### src/rtl/tremolo_lfo_mod.sv
// Tremolo: scales a streaming signed sample by a gain derived from a triangle LFO,
// and paces the LFO generator with one step pulse every `rate` accepted samples.
module tremolo_lfo_mod #(
    parameter int DW     = 24,
    parameter int N      = 8,
    parameter int RATE_W = 16
) (
    input  logic              clk,
    input  logic              rst_n,
    input  logic              en,
    input  logic [RATE_W-1:0] rate,
    input  logic [N-1:0]      depth,
    output logic              lfo_nxt,
    input  logic [N-1:0]      lfo_wav,
    input  logic              s_valid,
    output logic              s_ready,
    input  logic [DW-1:0]     s_data,
    output logic              m_valid,
    input  logic              m_ready,
    output logic [DW-1:0]     m_data
);

    logic              v1;
    logic [DW-1:0]     d1;
    logic [N-1:0]      wav1;
    logic [N-1:0]      dep1;
    logic              en1;
    logic [RATE_W-1:0] cnt;

    logic              adv;
    logic              accept;
    logic [2*N-1:0]    att_full;
    logic [N-1:0]      att;
    logic [N-1:0]      gain;
    logic signed [DW+N-1:0] d_ext;
    logic signed [DW+N-1:0] g_ext;
    logic signed [DW+N-1:0] prod;
    logic [DW-1:0]     result;
    logic              unused_bits;

    assign adv     = ~m_valid | m_ready;
    assign s_ready = adv | ~v1;
    assign accept  = s_valid & s_ready;

    // Stage 1: capture sample together with the LFO/depth/enable seen at accept time
    always_ff @(posedge clk) begin
        if (!rst_n) begin
            v1 <= 1'b0;
        end else if (accept) begin
            v1 <= 1'b1;
        end else if (adv) begin
            v1 <= 1'b0;
        end
    end

    always_ff @(posedge clk) begin
        if (accept) begin
            d1   <= s_data;
            wav1 <= lfo_wav;
            dep1 <= depth;
            en1  <= en;
        end
    end

    // |d| * gain stays below 2^(DW+N-1), so DW+N signed bits hold the product exactly
    assign att_full = {{N{1'b0}}, dep1} * {{N{1'b0}}, wav1};
    assign att      = att_full[2*N-1:N];
    assign gain     = {N{1'b1}} - att;
    assign d_ext    = {{N{d1[DW-1]}}, d1};
    assign g_ext    = {{DW{1'b0}}, gain};
    assign prod     = d_ext * g_ext;
    assign result   = en1 ? prod[DW+N-1:N] : d1;
    assign unused_bits = ^{att_full[N-1:0], prod[N-1:0]};

    // Stage 2: output register, holds while the consumer stalls
    always_ff @(posedge clk) begin
        if (!rst_n) begin
            m_valid <= 1'b0;
            m_data  <= '0;
        end else if (adv) begin
            m_valid <= v1;
            if (v1) begin
                m_data <= result;
            end
        end
    end

    // Rate divider: >= compare lets a lowered rate wrap on the very next accept
    always_ff @(posedge clk) begin
        if (!rst_n) begin
            cnt     <= '0;
            lfo_nxt <= 1'b0;
        end else if (!en || rate == '0) begin
            cnt     <= '0;
            lfo_nxt <= 1'b0;
        end else if (accept) begin
            if (cnt >= rate - RATE_W'(1)) begin
                cnt     <= '0;
                lfo_nxt <= 1'b1;
            end else begin
                cnt     <= cnt + RATE_W'(1);
                lfo_nxt <= 1'b0;
            end
        end else begin
            lfo_nxt <= 1'b0;
        end
    end

endmodule

### config.mk
export PLATFORM = sky130hd
export DESIGN_NAME = tremolo_lfo_mod
export DESIGN_NICKNAME = d
export VERILOG_FILES = /design/src/rtl/tremolo_lfo_mod.sv
export SDC_FILE = /design/constraint.sdc
export NUM_CORES = 1
export LEC_CHECK = 0
export CORE_AREA = 4 4 237 123
export CTS_CLUSTER_SIZE = 10
export DETAILED_ROUTE_END_ITERATION = 16
export DIE_AREA = 0 0 241 127
export PLACE_DENSITY = 0.74
export SYNTH_ARGS = -nofsm -noshare
export SYNTH_HDL_FRONTEND = slang
export SYNTH_SLANG_ARGS = --single-unit
### constraint.sdc
create_clock -name clk -period 9.8 [get_ports clk]
set_input_delay 1.96 -clock clk [delete_from_list [all_inputs] [get_ports clk]]
set_output_delay 1.96 -clock clk [all_outputs]
set_load 0.03 [all_outputs]
==> metrics.md, run 1 <==
| Metric | Value |
|---|---|
| Vias in the first global route | 9,208 |
| # diodes | 0 |
| Post-synth EDFFs | 41 |
| Setup-failing EPs final | 0 |
| Area growth, synth to finish | 16.36% |
| Remaining global-route overflow | 0 |
| CTS Hold Bufs | 0 |
| Max Buffers Root-to-Sink | 2 |
| IO buf count | 87 |
| Core Footprint | 27,220 um2 |
| Largest family of logic cells by synthesized area | adder cells |
| Commonest non-fill, non-tap cell in the layout | inv_1 |
| Crit-path slowest cell | fa_1 |
| CTS root buffer | clkbuf_16 |
| HP Class | reg2reg |
| Nets | 1,732 |
| Fill count | 2,499 |
| ANT nets after route | 0 |
| Initial core utilization | 44.25% |
| DRC Markers | 0 |
| Post-Syn Area | 12,050 um2 |
| Crit. Startpoint | dep1[5] |
| Worst slew pin tran | 1047 ps |
| Post-Syn Area per Cell | 9.427 um2 |
| Xor/xnor share of the synthesized area | 4.435% |
| Share of the synthesized area in the top cell type | 30.24% |
| Area leader, netlist | fa_1 |
| Async S/R FF share, synth | 0% |
| Die width | 241 um |
| Io pins | 88 |
| Slew HR | 30.05% |
| Num Clock Sinks | 84 |
| Pin count of the biggest net entering global routing | 50 |
| Vias per cell | 5.204 |
| WL/cell | 18.20 um |
| Full die area | 30,610 um2 |
| Layout cells sized above 1 | 7.803% |
| Tmin final | 9445 ps |
| Critical Path Most Common Cell | fa_1 |
| Initial antenna violation count | 2 |
| Synth Area in Adders | 41.67% |
| Crit path max fanout | 14 |
| Leading cell types in the layout, fill and taps excluded | 232 x inv_1, 181 x fa_1, 108 x nand2_1 |
| Yosys warns | 0 |
| GPL Wtd Cong | 0.9568 |
| Syn Nets | 1,631 |
| Routed wire length | 31,750 um |
| Post-route insts no fill | 1,744 |
| Placement Setup Slack | -32.80 ps |
| H-Tree Depth | 3 |
| Placed insts | 1,714 |
| Yosys reg bits | 84 |
| DRT Pass-1 Iters | 7 |
| Synth top area cells | fa_1 30%, ha_1 11%, edfxtp_1 10% |
| Reg2reg setup slack | 350 ps |
| Fmax | 0.1059 GHz |
| Die Y | 127 um |
| Post-synthesis mux area share | 0.9139% |
| Largest stage delay, worst path | 570 ps |
| Num rows | 43 |
| Critical path required time | 10,080 ps |
| Cts bufs inserted | 9 |
| RSZ-0062 raised after global routing | yes |
| Initial DRC Count | 637 |
| Slack of the critical path | 354.7 ps |
| First-pass GRT wire length | 50,670 um |
| Final Skew | 6.048 ps |
| Unique masters post-synth | 68 |
| Hpwl dp | 25,560 um |
| Max cap viols | 0 |
| Status | finished clean |
| Simple-Gate Fraction of Synth Area | 18.32% |
| Crit path launch type | register |
| Number of max-slew violations in the final report | 0 |
| Via Count | 9,076 |
| WP data arrival | 9730 ps |
| Post-synthesis compound-gate area fraction | 9.077% |
| Reg2Reg Launch Point | dep1[5] |
| Sequential-to-total area share from yosys stat | 17.36% |
| CP Class | reg2reg |
| Final core utilization | 51.49% |
| Clock transition at path regs | 70 ps |
| Total GRT Usage | 21.42% |
| Hold Crit Start | m_data[1] |
| Top_reg_cell synth | dfxtp_1 |
| Tcrit/Tclk final | 96.38% |
| Clock Latency Late Sink | 370 ps |
| CTS tree | built |
| Post-synthesis cell count | 1,278 |
| Final Hold Fails | 0 |
| Worst setup EP type | register |
[metrics by stage]
stage	instance area, um2	hold WS, ps	setup TNS, ps
floorplan	12050	485.5	0
global placement	13440	489.9	0
detailed placement	13440	492.0	-32.80
CTS	13730	513.3	0
global route	14020	541.0	-354.9
finish	14020	514.7	0
[critical path: cells and delay by family, from the launching register on]
kind,cells,cell delay [ps]
AND/OR/NAND/NOR,8,1310
AO/OA/AOI/OAI,9,1880
flip-flops,1,500
buffers and inverters,8,900
adder cells (fa/ha/maj),10,4640
XOR/XNOR,1,150
[registers in the layout, indices dropped and copies added (netlist names)]
register and flops:
d1 24, m_data 24, cnt 16, dep1 8, wav1 8, en1 1
lfo_nxt 1, m_valid 1, v1 1
[kinds of logic (layout without fill, tap and decap cells)]
family	Yosys count	in the layout
AO/OA/AOI/OAI	151	151
XOR/XNOR	61	61
adder cells (fa/ha/maj)	292	292
buffers and inverters	263	369
flip-flops	84	84
multiplexers	11	11
AND/OR/NAND/NOR	416	416
[synth_stat cells (6+ instances only)]
| library cell | number |
|---|---|
| inv_1 | 232 |
| fa_1 | 182 |
| ha_1 | 110 |
| nand2_1 | 110 |
| nor2b_1 | 88 |
| and2_1 | 78 |
| nor2_1 | 49 |
| a21oi_1 | 45 |
| dfxtp_1 | 43 |
| edfxtp_1 | 41 |
| xnor2_1 | 35 |
| clkbuf_1 | 28 |
| o21ai_0 | 26 |
| xor2_1 | 26 |
| a21o_1 | 24 |
| nand2b_1 | 23 |
| nand4_1 | 14 |
| nand3_1 | 13 |
| nor3_1 | 13 |
| mux2i_1 | 11 |
| a31oi_1 | 7 |
| nor3b_1 | 6 |
[worst paths after layout]
check | to | cells after the start
max | m_data[20] | 36
min | m_data[1] | 2
max reg2reg | m_data[20] | 36
min reg2reg | m_data[1] | 2
[metal layers]
layer	GRT usage [%]	up-vias	wire length, um
met5	0	-	13
met4	3.303	2	240
met3	10.74	27	4313
met2	27.24	366	11890
met1	32.73	4425	15290
li1	-	4256	-
[final cells by class]
| cell class | instances | area [um2] | share of cell area [%] |
|---|---|---|---|
| multi-input combinational | 931 | 9176 | 65.46 |
| clock inverter | 6 | 46.29 | 0.3302 |
| clock buffer | 10 | 239.0 | 1.705 |
| inverter | 233 | 874.6 | 6.239 |
| timing repair buffer | 120 | 1140 | 8.131 |
| tap | 360 | 450.4 | 3.213 |
| sequential | 84 | 2092 | 14.92 |
[what timing repair did]
action                                  CTS  global route
pin swaps                                 1            16
buffers inserted                          0            13
cloned                                    0             1
endpoints found under the setup margin    2            21
gates resized for setup                   3            35
Power of run 1 is left out: the tool's default activity adds up to more than one toggle a clock period on the data nets, which glitch-free logic cannot reach.
==> run 2: changes to the inputs <==
- PLACE_DENSITY: 0.74 -> 0.66
==> run 2 against run 1 <==
  * Sequential share of layout area decreased by 0.15 points
  * Routed wire length up 0.37%
  * Highest routed layer is now met4
  * Critical path depth did not move
==> metrics.md, run 2 (synthesized netlist as in run 1, its figures left out) <==
| Metric | Value |
|---|---|
| CP Class | reg2reg |
| Num rows | 43 |
| Initial core utilization | 44.25% |
| Max cap viols | 0 |
| CTS tree | built |
| Crit path launch type | register |
| Via Count | 9,044 |
| Final Skew | 8.952 ps |
| Routed wire length | 31,860 um |
| Area growth, synth to finish | 17.56% |
| Leading cell types in the layout, fill and taps excluded | 232 x inv_1, 176 x fa_1, 108 x nand2_1 |
| Status | finished clean |
| Crit. Startpoint | dep1[3] |
| Reg2reg setup slack | 360 ps |
| Fmax | 0.1059 GHz |
| Num Clock Sinks | 84 |
| Critical path required time | 10,040 ps |
| Clock transition at path regs | 60 ps |
| Layout cells sized above 1 | 9.763% |
| # diodes | 0 |
| Final Hold Fails | 0 |
| Worst setup endpoint | m_data[17] |
| Crit path max fanout | 8 |
| Largest stage delay, worst path | 580 ps |
| DRC Markers | 0 |
| Clock Latency Late Sink | 360 ps |
| Tmin final | 9442 ps |
| Cts bufs inserted | 9 |
| HP Class | reg2reg |
| Number of max-slew violations in the final report | 0 |
| CTS Hold Bufs | 0 |
| WL/cell | 18.18 um |
| Worst slew pin tran | 987.8 ps |
| CTS root buffer | clkbuf_16 |
| Io pins | 88 |
| H-Tree Depth | 3 |
| IO buf count | 87 |
| Die Y | 127 um |
| Critical Path Most Common Cell | fa_1 |
| Full die area | 30,610 um2 |
| Remaining global-route overflow | 0 |
| First-pass GRT wire length | 51,290 um |
| Slew HR | 34.01% |
| Tcrit/Tclk final | 96.34% |
| Setup-failing EPs final | 0 |
| Crit-path slowest cell | fa_1 |
| Pin count of the biggest net entering global routing | 50 |
| Worst setup EP type | register |
| Nets | 1,741 |
| FF-to-FF path depth | 36 |
| Reg2Reg Launch Point | dep1[3] |
| Core Footprint | 27,220 um2 |
| Hpwl dp | 25,250 um |
| Reg2reg end | m_data[17] |
| GPL Wtd Cong | 0.9882 |
| Max Buffers Root-to-Sink | 2 |
| DRT Pass-1 Iters | 5 |
| Vias in the first global route | 9,256 |
| Vias per cell | 5.159 |
| Initial antenna violation count | 0 |
| Largest regs | d1 (24), m_data (24), cnt (16) |
| ANT nets after route | 0 |
| Minimum hold slack | 505.6 ps |
| Total GRT Usage | 21.74% |
| Commonest non-fill, non-tap cell in the layout | inv_1 |
| WP data arrival | 9680 ps |
| Initial DRC Count | 793 |
| Die width | 241 um |
-- run 2: cell types whose count changed in the layout (fill, tap and decap cells not counted), moves of 3 or more --
cell / previous run / this run
a21oi_1: 42 / 39
a21oi_2: 4 / 7
buf_4: 28 / 36
fa_1: 181 / 176
fa_2: 1 / 6
ha_1: 101 / 98
nor2b_1: 86 / 82
nor2b_2: 2 / 6
-- run 2: layer usage --
| metal | vias up | GRT usage [%] | wire, um |
|---|---|---|---|
| met2 | 360 | 26.35 | 11300 |
| met3 | 15 | 9.944 | 4169 |
| met4 | 0 | 3.438 | 207 |
| met1 | 4407 | 34.93 | 16190 |
| met5 | - | 0 | 0 |
| li1 | 4262 | - | - |
-- run 2: timing repair --
action	4_1_cts	5_1_grt
buffers inserted	2	16
pin swaps	0	25
endpoints found under the setup margin	4	21
resized for setup	1	65
hold endpoints to repair	0	0
cloned	0	2
-- run 2: layout make-up --
| class | instances | area [um2] |
|---|---|---|
| inverter | 233 | 874.6 |
| timing repair buffer | 129 | 1199 |
| clock inverter | 5 | 35.03 |
| clock buffer | 11 | 242.7 |
| sequential | 84 | 2092 |
| fill | 2523 | 13060 |
| multi-input combinational | 931 | 9270 |
| tap | 360 | 450.4 |
-- run 2: how the worst min path moves through the flow --
stage	start	to	slack, ps	depth (start not counted)
after global placement	m_data[2]	m_data[2]	490	2
after global routing	m_data[1]	m_data[1]	550	2
after CTS	m_data[1]	m_data[1]	510	2
after detailed placement	m_data[1]	m_data[1]	500	2
after floorplan	cnt[15]	cnt[15]	490	2
final	m_data[1]	m_data[1]	510	2
-- run 2: through the flow --
stage | instances | setup TNS, ps | setup slack (ps) | util, % | cell area [um2]
finish | 1753 | 0 | 358.3 | 52.03 | 14160
global route | 1753 | -41.91 | -28.76 | 52.03 | 14160
CTS | 1735 | 0 | 6.048 | 50.55 | 13760
detailed placement | 1717 | -130.7 | -95.30 | 49.43 | 13460
global placement | 1717 | 0 | 277.1 | 49.43 | 13460
floorplan | 1278 | 0 | 669.2 | - | 12050
-- run 2: worst max-delay path: cells and delay by family (launching register included) --
family | cells | cell delay, ps
adder cells (fa/ha/maj) | 10 | 4710
buffers and inverters | 5 | 250
XOR/XNOR | 2 | 340
AND/OR/NAND/NOR | 7 | 950
AO/OA/AOI/OAI | 12 | 2520
flip-flops | 1 | 530
Power of run 2 is left out for the same reason.
==> run 3: changes to the inputs <==
- REMOVE_ABC_BUFFERS: default -> 1
- SKIP_LAST_GASP: default -> 1
==> run 3 against run 2 <==
  * Fmax grew 0.27%
  * First-iteration DRC count is 14% lower
  * Cell area decreased by 0.16%
  * Cell count is essentially flat
  * Routed wire length shrank 1.5%
  * Clock skew rose by 2.6 ps
  * Via count is 0.55% higher
  * Sequential share of layout area hardly changed
  * Highest routed layer unchanged
==> metrics.md, run 3 (synthesized netlist as in run 1, its figures left out) <==
| Metric | Value |
|---|---|
| Critical Path Most Common Cell | fa_1 |
| Core Footprint | 27,220 um2 |
| Num rows | 43 |
| GR Util met2 | 29.31% |
| Placement Setup Slack | -82.94 ps |
| Total GRT Usage | 20.66% |
| DRC Markers | 0 |
| DRT Pass-1 Iters | 6 |
| Crit path launch type | register |
| Nets | 1,742 |
| Gr busiest metal | met1 |
| Worst slew pin tran | 1228 ps |
| Largest stage delay, worst path | 540 ps |
| Vias per cell | 5.185 |
| Critical path required time | 10,020 ps |
| CTS root buffer | clkbuf_16 |
| WL/cell | 17.89 um |
| Remaining global-route overflow | 0 |
| Layout cells sized above 1 | 8.680% |
| Crit-path slowest cell | fa_1 |
| Commonest non-fill, non-tap cell in the layout | inv_1 |
| Fmax | 0.1062 GHz |
| Final Hold Fails | 0 |
| Pin count of the biggest net entering global routing | 50 |
| Status | finished clean |
| Clock Latency Late Sink | 360 ps |
| Routed wire length | 31,380 um |
| Setup-failing EPs final | 0 |
| Tmin final | 9416 ps |
| Slew HR | 17.77% |
| First-pass GRT wire length | 50,260 um |
| CTS tree | built |
| GPL Wtd Cong | 0.9135 |
| Met3 Use GR | 3.947% |
| Via Count | 9,094 |
| Leading cell types in the layout, fill and taps excluded | 232 x inv_1, 182 x fa_1, 108 x nand2_1 |
| Largest regs | d1 (24), m_data (24), cnt (16) |
| Vias in the first global route | 9,306 |
| Initial antenna violation count | 0 |
| Tcrit/Tclk final | 96.08% |
| Max Buffers Root-to-Sink | 2 |
| Die Y | 127 um |
| CTS Hold Bufs | 0 |
| ANT nets after route | 0 |
| # diodes | 0 |
| Slack of the critical path | 384.1 ps |
| Final core utilization | 51.94% |
| Initial core utilization | 44.25% |
| WP data arrival | 9640 ps |
| IO buf count | 87 |
| Number of max-slew violations in the final report | 0 |
| CP Class | reg2reg |
| Max cap viols | 0 |
| Final Skew | 11.54 ps |
| Worst setup EP type | register |
| Die width | 241 um |
| RSZ-0062 raised after global routing | yes |
| Full die area | 30,610 um2 |
| Area growth, synth to finish | 17.37% |
| Crit path max fanout | 8 |
| Initial DRC Count | 685 |
| Hpwl dp | 24,570 um |
| Num Clock Sinks | 84 |
| Io pins | 88 |
| Cts bufs inserted | 9 |
| GR Layer Usage met1 | 32.84% |
| HP Class | reg2reg |
| H-Tree Depth | 3 |
| Clock transition at path regs | 70 ps |
run 3: cell count changes in the layout (fill, tap and decap cells not counted), moves of 2 or more:
cell / delta
fa_1: +6
fa_2: -6
ha_4: -4
a211oi_1: +2
a211oi_2: -2
and2_1: +2
and2_4: -2
clkbuf_1: +2
clkinv_4: -2
ha_1: +2
ha_2: +2
nor2b_1: +2
nor2b_2: -2
run 3: final cells by class:
class | instances | area (um2)
clock buffers | 13 | 261.5
clock inverters | 3 | 43.79
fillers | 2466 | 13080
inverters | 233 | 874.6
multi-input cells | 933 | 9224
flip-flops and latches | 84 | 2092
well taps | 360 | 450.4
repair buffers | 128 | 1195
run 3: through the flow:
step / cells / cell area [um2] / TNS [ps] / hold slack [ps]
3_3_place_gp: 1717 / 13460 / 0 / 493.8
4_1_cts: 1735 / 13790 / -2.645 / 502.5
5_1_grt: 1754 / 14140 / -263.0 / 537.7
2_1_floorplan: 1248 / 11930 / 0 / 485.5
3_5_place_dp: 1717 / 13460 / -116.4 / 487.7
6_report: 1754 / 14140 / 0 / 509.5
run 3: worst paths after layout:
path | startpoint | cells past startpoint | endpoint | slack [ps]
worst max-delay path | dep1[4] | 38 | m_data[19] | 380
worst min-delay path | m_data[2] | 2 | m_data[2] | 510
worst max register to register | dep1[4] | 38 | m_data[19] | 380
worst min register to register | m_data[2] | 2 | m_data[2] | 510
run 3: what timing repair did:
action	4_1_cts	5_1_grt
hold endpoints to repair	0	0
gates resized for setup	2	46
endpoints found under the setup margin	4	20
setup buffers	2	16
pin swaps	1	19
gates cloned	0	3
run 3: critical path: cells and delay by family, from the launching register on:
family                     cells  cell delay, ps
and+or+nand+nor                6             870
AOI/OAI and AO/OA             12            2380
buffers and inverters          8             830
adders and majority gates     10            4400
DFF                            1             520
xor gates and xnor gates       2             260
run 3: metal layers:
layer  up-vias  routed length [um]
met5         -                   0
met4         0                 328
met3        24                2095
met2       282               13180
met1      4514               15780
li1       4274                   -
Power of run 3 is left out for the same reason.
